File: src/rtl/matmac_stream.sv
// Streaming N x N signed matrix multiply-accumulate, Co = A*B + C, one MAC.
// Optional macro SATURATE_EN: clamp results to DW bits and raise sticky ovf.
`timescale 1ns/1ps
module matmac_stream #(
    parameter int N  = 4,
    parameter int DW = 32
) (
    input  logic          clk,
    input  logic          rst,
    input  logic          in_valid,
    output logic          in_ready,
    input  logic [DW-1:0] in_data,
    output logic          out_valid,
    input  logic          out_ready,
    output logic [DW-1:0] out_data,
    output logic          busy,
    output logic          done,
    output logic          ovf
);

    localparam int IW = $clog2(N);
    localparam int KW = $clog2(N + 1);
    localparam int AW = 2 * DW + $clog2(N) + 1;
    localparam logic [IW-1:0] LAST  = IW'(N - 1);
    localparam logic [KW-1:0] KLAST = KW'(N);

    typedef enum logic [1:0] {
        S_LOAD,
        S_COMP,
        S_DRAIN
    } state_t;

    state_t r_state;
    state_t w_next;

    logic signed [DW-1:0] r_a [N][N];
    logic signed [DW-1:0] r_b [N][N];
    logic signed [DW-1:0] r_c [N][N];
    logic signed [DW-1:0] r_r [N][N];

    logic [1:0]    r_lm;
    logic [IW-1:0] r_lr;
    logic [IW-1:0] r_lc;
    logic [IW-1:0] r_i;
    logic [IW-1:0] r_j;
    logic [KW-1:0] r_k;
    logic [IW-1:0] r_or;
    logic [IW-1:0] r_oc;
    logic signed [AW-1:0] r_acc;
    logic          r_done;

    logic                   w_accept;
    logic                   w_load_last;
    logic                   w_elem_end;
    logic                   w_comp_last;
    logic                   w_out_hs;
    logic                   w_drain_last;
    logic [IW-1:0]          w_kidx;
    logic signed [2*DW-1:0] w_prod;
    logic signed [AW-1:0]   w_sum;
    logic signed [AW-1:0]   w_cext;
    logic [DW-1:0]          w_red;

    assign w_accept     = in_valid && (r_state == S_LOAD);
    assign w_load_last  = w_accept && (r_lm == 2'd2)
                          && (r_lr == LAST) && (r_lc == LAST);
    assign w_elem_end   = (r_state == S_COMP) && (r_k == KLAST);
    assign w_comp_last  = w_elem_end && (r_i == LAST) && (r_j == LAST);
    assign w_out_hs     = (r_state == S_DRAIN) && out_ready;
    assign w_drain_last = w_out_hs && (r_or == LAST) && (r_oc == LAST);

    // MAC cycle k (1..N) consumes term k-1
    assign w_kidx = IW'(r_k - KW'(1));
    assign w_prod = r_a[r_i][w_kidx] * r_b[w_kidx][r_j];
    assign w_sum  = r_acc + {{(AW-2*DW){w_prod[2*DW-1]}}, w_prod};
    assign w_cext = {{(AW-DW){r_c[r_i][r_j][DW-1]}}, r_c[r_i][r_j]};

`ifdef SATURATE_EN
    logic w_clip;
    logic r_ovf;

    // Fits in DW bits only when all bits above the DW sign bit agree
    assign w_clip = !(&w_sum[AW-1:DW-1]) && (|w_sum[AW-1:DW-1]);

    always_comb begin
        w_red = w_sum[DW-1:0];
        if (w_clip) begin
            w_red = w_sum[AW-1] ? {1'b1, {(DW-1){1'b0}}}
                                : {1'b0, {(DW-1){1'b1}}};
        end
    end

    always_ff @(posedge clk or posedge rst) begin
        if (rst) begin
            r_ovf <= 1'b0;
        end else if (w_accept && (r_lm == 2'd0)
                     && (r_lr == '0) && (r_lc == '0)) begin
            r_ovf <= 1'b0;
        end else if (w_elem_end && w_clip) begin
            r_ovf <= 1'b1;
        end
    end

    assign ovf = r_ovf;
`else
    assign w_red = w_sum[DW-1:0];
    assign ovf   = 1'b0;
`endif

    always_ff @(posedge clk or posedge rst) begin
        if (rst) begin
            r_state <= S_LOAD;
        end else begin
            r_state <= w_next;
        end
    end

    always_comb begin
        w_next    = r_state;
        in_ready  = 1'b0;
        out_valid = 1'b0;
        out_data  = '0;
        busy      = 1'b0;
        unique case (r_state)
            S_LOAD: begin
                in_ready = 1'b1;
                if (w_load_last) begin
                    w_next = S_COMP;
                end
            end
            S_COMP: begin
                busy = 1'b1;
                if (w_comp_last) begin
                    w_next = S_DRAIN;
                end
            end
            S_DRAIN: begin
                busy      = 1'b1;
                out_valid = 1'b1;
                out_data  = r_r[r_or][r_oc];
                if (w_drain_last) begin
                    w_next = S_LOAD;
                end
            end
            default: w_next = S_LOAD;
        endcase
    end

    always_ff @(posedge clk or posedge rst) begin
        if (rst) begin
            r_lm   <= '0;
            r_lr   <= '0;
            r_lc   <= '0;
            r_i    <= '0;
            r_j    <= '0;
            r_k    <= '0;
            r_or   <= '0;
            r_oc   <= '0;
            r_acc  <= '0;
            r_done <= 1'b0;
        end else begin
            r_done <= w_drain_last;
            if (w_accept) begin
                if (r_lc == LAST) begin
                    r_lc <= '0;
                    if (r_lr == LAST) begin
                        r_lr <= '0;
                        r_lm <= (r_lm == 2'd2) ? 2'd0 : r_lm + 2'd1;
                    end else begin
                        r_lr <= r_lr + IW'(1);
                    end
                end else begin
                    r_lc <= r_lc + IW'(1);
                end
            end
            if (r_state == S_COMP) begin
                r_acc <= (r_k == '0) ? w_cext : w_sum;
                if (r_k == KLAST) begin
                    r_k <= '0;
                    if (r_j == LAST) begin
                        r_j <= '0;
                        r_i <= (r_i == LAST) ? '0 : r_i + IW'(1);
                    end else begin
                        r_j <= r_j + IW'(1);
                    end
                end else begin
                    r_k <= r_k + KW'(1);
                end
            end
            if (w_out_hs) begin
                if (r_oc == LAST) begin
                    r_oc <= '0;
                    r_or <= (r_or == LAST) ? '0 : r_or + IW'(1);
                end else begin
                    r_oc <= r_oc + IW'(1);
                end
            end
        end
    end

    // Operand and result buffers hold don't-care data after reset
    always_ff @(posedge clk) begin
        if (w_accept) begin
            case (r_lm)
                2'd0:    r_a[r_lr][r_lc] <= in_data;
                2'd1:    r_b[r_lr][r_lc] <= in_data;
                default: r_c[r_lr][r_lc] <= in_data;
            endcase
        end
        if (w_elem_end) begin
            r_r[r_i][r_j] <= w_red;
        end
    end

    assign done = r_done;

endmodule

File: config.mk
export PLATFORM = sky130hd
export DESIGN_NAME = matmac_stream
export DESIGN_NICKNAME = d
export VERILOG_FILES = /design/src/rtl/matmac_stream.sv
export SDC_FILE = /design/constraint.sdc
export NUM_CORES = 2
export LEC_CHECK = 0
export CAP_MARGIN = 20
export CORE_MARGIN = 2
export CORE_UTILIZATION = 50
export CTS_BUF_LIST = sky130_fd_sc_hd__clkbuf_2 sky130_fd_sc_hd__clkbuf_4 sky130_fd_sc_hd__clkbuf_8
export CTS_CLUSTER_SIZE = 14
export DETAILED_ROUTE_END_ITERATION = 10
export PLACE_DENSITY_LB_ADDON = 0.1
export SLEW_MARGIN = 20
export SYNTH_ARGS = -nofsm -noshare
export SYNTH_HDL_FRONTEND = slang
export SYNTH_SLANG_ARGS = --single-unit
export TNS_END_PERCENT = 20
File: constraint.sdc
create_clock -name clk -period 26.6 [get_ports clk]
set_input_delay 3.99 -clock clk [delete_from_list [all_inputs] [get_ports clk]]
set_output_delay 3.99 -clock clk [all_outputs]
set_load 0.02 [all_outputs]
After elaboration in Yosys (flattened, before gate mapping)
Memory sizes are Yosys's and may differ from the RTL's.
Cells that the tools add are included.
{"block": "word_totals", "mem_count": 4, "regBits": 87, "inputBits": 36, "ramBits": 2048}
{"block": "classes", "n_addsub": 10, "n_mul": 1, "bitwise": 4, "magnitude_cmp": 6, "muxes": 44, "reduce_logical": 23, "n_eq_ne": 14}
{"name": "r_a", "words": 4, "word_bits": 128, "read_ports": 1, "rd_clocked_by_memory_dff": 0, "write_ports": 1, "line_no": "36", "text": "logic signed [DW-1:0] r_a [N][N];"}
{"name": "r_b", "words": 4, "word_bits": 128, "read_ports": 1, "rd_clocked_by_memory_dff": 0, "write_ports": 1, "line_no": "37", "text": "logic signed [DW-1:0] r_b [N][N];"}
{"name": "r_c", "words": 4, "word_bits": 128, "read_ports": 1, "rd_clocked_by_memory_dff": 0, "write_ports": 1, "line_no": "38", "text": "logic signed [DW-1:0] r_c [N][N];"}
{"name": "r_r", "words": 4, "word_bits": 128, "read_ports": 1, "rd_clocked_by_memory_dff": 0, "write_ports": 1, "line_no": "39", "text": "logic signed [DW-1:0] r_r [N][N];"}
{"op": "$mux 128", "n": 4}
{"op": "$mux 32", "n": 11}
{"op": "$bmux 32 s2", "n": 4}
{"op": "$demux 32 s2", "n": 2}
{"op": "$add 67x67->67", "n": 1}
{"op": "$mux 67", "n": 1}
{"op": "$mul 32x32->64", "n": 1}
{"op": "$mux 2", "n": 10}
{"op": "$eq 2x2->1 const B", "n": 8}
{"op": "$add 2x1->2 const B", "n": 7}
{"op": "$ge 3x3->1 const B", "n": 4}
{"op": "$logic_and 1x1->1", "n": 12}
{"op": "$not 2->3", "n": 4}
{"op": "$mux 1", "n": 10}
{"op": "$reduce_and 3->1", "n": 3}
{"op": "$lt 3x1->1 const B", "n": 2}
{"op": "$ne 2x2->1 const B", "n": 3}
{"op": "$pmux 2 s3", "n": 1}
{"op": "$reduce_and 2->1", "n": 3}
{"op": "$eq 2x1->1 const B", "n": 2}
{"op": "$logic_not 2->1", "n": 2}
{"op": "$reduce_or 2->1", "n": 2}
{"op": "$add 3x1->3 const B", "n": 1}
{"op": "$eq 3x3->1 const B", "n": 1}
{"op": "3 further kinds", "n": 3}

Logic depth before layout (Yosys ltp)
{"block": "depth", "depth_word": 8, "mapped_depth": 53, "depth_no_buf": 42}

Worst setup path before layout
Ideal clock, no wire load.
{"block": "synth_timing", "path_type": "register -> register", "startpoint": "register r_k[0]", "endpoint": "register r_acc[28]", "slack_ns": 14.467, "required_ns": 26.522, "period_less_slack_ns": 12.133, "setup_ns": 0.078, "t_arrival_ns": 12.056, "stages_incl_launch_ff": 51, "path_cell_list": "dfrtp_1 -> buf_6 -> buf_8 -> buf_6 -> buf_6 -> buf_6 -> buf_4 -> clkbuf_1 -> inv_1 -> ha_1 -> buf_1 -> buf_2 -> mux4_2 -> a22o_1 -> a221oi_1 -> clkbuf_1 -> clkbuf_1 -> nor2_1 -> [... 15 more ...] -> or3_1 -> o21ai_0 -> nor2b_1 -> nor2_1 -> xnor2_1 -> ha_1 -> a21o_1 -> a21o_1 -> a21o_1 -> a21oi_1 -> o21bai_1 -> a21o_1 -> a31o_2 -> a221oi_1 -> o31ai_1 -> xor2_1 -> mux2i_1 -> a21oi_1"}
{"block": "synth_via", "elab_chain_cells": 8, "elab_cells_between_ends": 13}
{"element": "from (decl)", "line_no": "46", "text": "logic [KW-1:0] r_k;"}
{"element": "from (signal assigned)", "line_no": "187", "text": "r_k <= r_k + KW'(1);"}
{"element": "$sub 2x1->2 *", "line_no": "73", "text": "assign w_kidx = IW'(r_k - KW'(1));"}
{"element": "$mem_v2 4x128 or $not 2->3 (tied branches)"}
{"element": "$bmux 32 s2", "line_no": "74", "text": "assign w_prod = r_a[r_i][w_kidx] * r_b[w_kidx][r_j];"}
{"element": "$mux 32 (not written as such) (2 in a row)", "line_no": "74"}
{"element": "$mul 32x32->64 *", "line_no": "74"}
{"element": "$add 67x67->67 *", "line_no": "75", "text": "assign w_sum = r_acc + {{(AW-2*DW){w_prod[2*DW-1]}}, w_prod};"}
{"element": "via w_sum[28]", "line_no": "60", "text": "logic signed [AW-1:0] w_sum;"}
{"element": "$mux 67 *", "line_no": "177", "text": "r_acc <= (r_k == '0) ? w_cext : w_sum;"}
{"element": "to (signal assigned)", "line_no": "177"}
{"element": "to (decl)", "line_no": "49", "text": "logic signed [AW-1:0] r_acc;"}
The timed path passes the listed nets; every way through them passes the cells marked *. The select of a mux whose other input is x is not followed.
A chain may end at the register's enable or synchronous reset.

Worst setup path after layout
Ends and elaborated chain as after synthesis.

==> results.py <==
metrics = {
    "status": {
        "run_status": "finished clean",
    },
    "synth": {
        "yosysSeqAreaShare_pct": 64.4,
        "syn_area_mm2": 0.0976,
        "synth_edf_count": 2048,
        "ys_ff_latch": 2100,
        "async_reset_ff_share_pct": 2.48,
        "syn_area_per_cell_um2": 18.1,
        "ys.flop_type": "edfxtp_1",
        "ys_top_cells_by_area": "edfxtp_1 63%, mux4_2 14%, fa_1 8.4%",
        "yosysTopAreaCellShare_pct": 63.0,
        "synth_top_area_cell": "edfxtp_1",
        "yosys_warnings": 0,
        "netlist_instances": 5377,
        "syn_nets": 6028,
        "ys_types": 74,
    },
    "cts": {
        "cts_tree": "yes",
        "numCtsBuffers": 355,
        "h-tree-depth": 5,
        "post-cts-setup-buffers": 0,
        "clk_pin_slew_ps": 60,
        "cts_hold_buf": 0,
        "cts_root_buf": "clkbuf_8",
        "cts.path.max_buffers": 4,
        "cts_sinks": 2100,
        "worstSkewPairLatency_ps": 1070,
        "post_cts_resized": 0,
    },
    "sta": {
        "max_slew_margin_pct": 27.5,
        "setup-violations-final": 0,
        "maxSlewViolCount": 0,
        "finClkSkew_ps": 80.0,
        "whs_ps": 537,
        "setup_tns_ps": 0,
        "rsz0062_at_grt": "false",
        "finalCriticalPeriod_ps": 13580,
        "period_share_pct": 51.0,
        "worst_pin_slew_ps": 1090,
        "final-hold-violation-count": 0,
        "fmax_ghz": 0.0737,
    },
    "critical_path": {
        "slowest_delay_ps": 910,
        "critPathCaptureType": "flop",
        "cp-start-kind": "flop",
        "required_ps": 27560,
        "worst-path-max-fanout": 56,
        "worstSetupPathType": "reg2reg",
        "crit_slowest_cell": "dfrtp_4",
        "r2r_cells": 42,
        "crit_arrival_ps": 14530,
    },
    "grt": {
        "grt_pass1_wl_um": 368000,
        "grt_max_degree": 109,
        "grt-ovfl-total": 0,
        "antenna_found_initial": 12,
        "grtUsageTotal_pct": 25.9,
        "grt_pass1_vias": 52818,
    },
    "floorplanning": {
        "rows": 162,
        "pin_count": 73,
        "fp.dieH_um": 446,
        "die-area_mm2": 0.199,
        "die_w_um": 446,
        "start_util_pct": 50.2,
        "coreArea_mm2": 0.194,
    },
    "min_path": {
        "hold_path.class": "reg2reg",
        "whs_path_depth": 2,
    },
    "power_and_ir_drop": {
        "p_per_area_mw_per_mm2": 58.9,
        "ir_drop_v": 0.0000477,
        "p_leak_uw": 0.0379,
    },
    "final_layout": {
        "drive_gt1_share_pct": 24.6,
        "fin_nets": 6367,
        "postLayoutCoreUtil_pct": 55.7,
        "most-common-layout-cells": "2,048 x edfxtp_1, 589 x mux4_2, 493 x inv_1, 409 x fa_1, 372 x clkbuf_8",
        "stdcell_count": 8508,
        "syn_to_final_growth_pct": 10.9,
        "layout_commonest_cell": "edfxtp_1",
    },
    "job": {
        "drv_cap": 0,
    },
    "detailed_routing": {
        "routedWlPerCell_um": 29.8,
        "drtIter0Drc": 4954,
        "wl_um": 254000,
        "route.detailed.drc": 0,
        "vias_per_cell": 5.94,
        "drt_first_pass_iters": 5,
        "vias": 50510,
        "postRouteAntennaNets": 0,
    },
    "placement": {
        "port_buffers": 71,
        "dpl.cell_count": 7896,
        "place_hpwl_um": 152000,
        "gp_congestion": 0.857,
    },
}
[worst max-delay path: cells and delay by family, from the launching register on]
family / cells / cell delay, ps
DFF: 1 / 910
and+or+nand+nor: 4 / 660
xor gates and xnor gates: 2 / 1000
adders and majority gates: 11 / 4920
AOI/OAI and AO/OA: 15 / 3220
buffers and inverters: 8 / 2150
muxes: 2 / 600
[report_power, final]
group | internal, µW | leakage, µW | switching (µW)
combinational | 3.88 | 0.0154 | 41.8
clock | 1470 | 0.00349 | 1240
sequential | 3620 | 0.0191 | 0
total | 5090 | 0.0379 | 1280
[layout make-up]
class | instances | area [µm²]
diodes | 2 | 5.00
clock buffers | 485 | 5970
clock inverters | 120 | 598
fillers | 15054 | 86200
inverters | 499 | 1880
multi-input cells | 2530 | 31900
flip-flops and latches | 2100 | 62800
well taps | 2542 | 3180
repair buffers | 230 | 1850
[stage by stage]
step	worst slack [ps]	cell area, µm²	total power (µW)
detailed placement	12780	102000	3730
CTS	12750	108000	6440
global route	12260	108000	6580
floorplan	14470	97600	3690
finish	13020	108000	6370
global placement	12970	102000	3730
[synth_stat cells (6+ instances only)]
| cell | number |
|---|---|
| buf_1 | 34 |
| and2_1 | 91 |
| edfxtp_1 | 2048 |
| a221o_1 | 11 |
| buf_2 | 38 |
| a22o_1 | 20 |
| a221oi_1 | 18 |
| nand2b_1 | 37 |
| a22oi_1 | 19 |
| mux2_2 | 16 |
| a21oi_1 | 71 |
| nor3_1 | 12 |
| and3_1 | 21 |
| dfrtp_1 | 52 |
| xor2_1 | 19 |
| or2_2 | 10 |
| a21o_1 | 35 |
| a31oi_1 | 34 |
| o21a_1 | 6 |
| clkbuf_1 | 135 |
| nand2_1 | 328 |
| nor2b_1 | 19 |
| o21bai_1 | 11 |
| buf_6 | 23 |
| a22oi_2 | 7 |
| mux4_2 | 589 |
| ha_1 | 206 |
| buf_4 | 13 |
| nor2_1 | 310 |
| o21ai_0 | 29 |
| mux2i_1 | 30 |
| nand3_1 | 16 |
| fa_1 | 409 |
| inv_1 | 496 |
| xnor2_1 | 86 |
[flip-flops by register name (all words and copies together) (netlist names)]
name,cells
r_oc,2
r_state,2
r_lr,2
r_i,2
r_lc,2
r_acc,32
r_k,3
r_j,2
r_r,512
done,1
r_lm,2
r_b,512
r_or,2
r_c,512
r_a,512
[path summary, 6_finish.rpt]
path	from	slack (ps)	end
worst max-delay path	r_k[0]	13020	r_acc[28]
worst min register to register	r_acc[15]	540	r_acc[15]
min in group asynchronous	rst	3520	done
max in group asynchronous	rst	22390	r_i[0]
worst max register to register	r_k[0]	13020	r_acc[28]
worst min-delay path	r_acc[15]	540	r_acc[15]
[cell families (layout without fill, tap and decap cells)]
group | after synthesis | in the layout | synth area share [%]
DFF | 2100 | 2100 | 64.4
adders and majority gates | 615 | 615 | 11.0
buffers and inverters | 747 | 1334 | 3.23
muxes | 644 | 644 | 14.3
xor gates and xnor gates | 112 | 112 | 1.07
and+or+nand+nor | 863 | 863 | 3.87
other | 1 | 3 | 0.00384
AOI/OAI and AO/OA | 295 | 295 | 2.15
[layer usage]
layer  vias to the layer above  part of all wire [%]  GRT usage, %
li1                      21004                     -             -
met1                     27266                    43          37.1
met2                      1863                    48          41.0
met3                       371                   6.9          4.90
met4                         6                   2.3          7.26
met5                         -                 0.013             0
No activity file was read; power rests on OpenSTA's default activity.
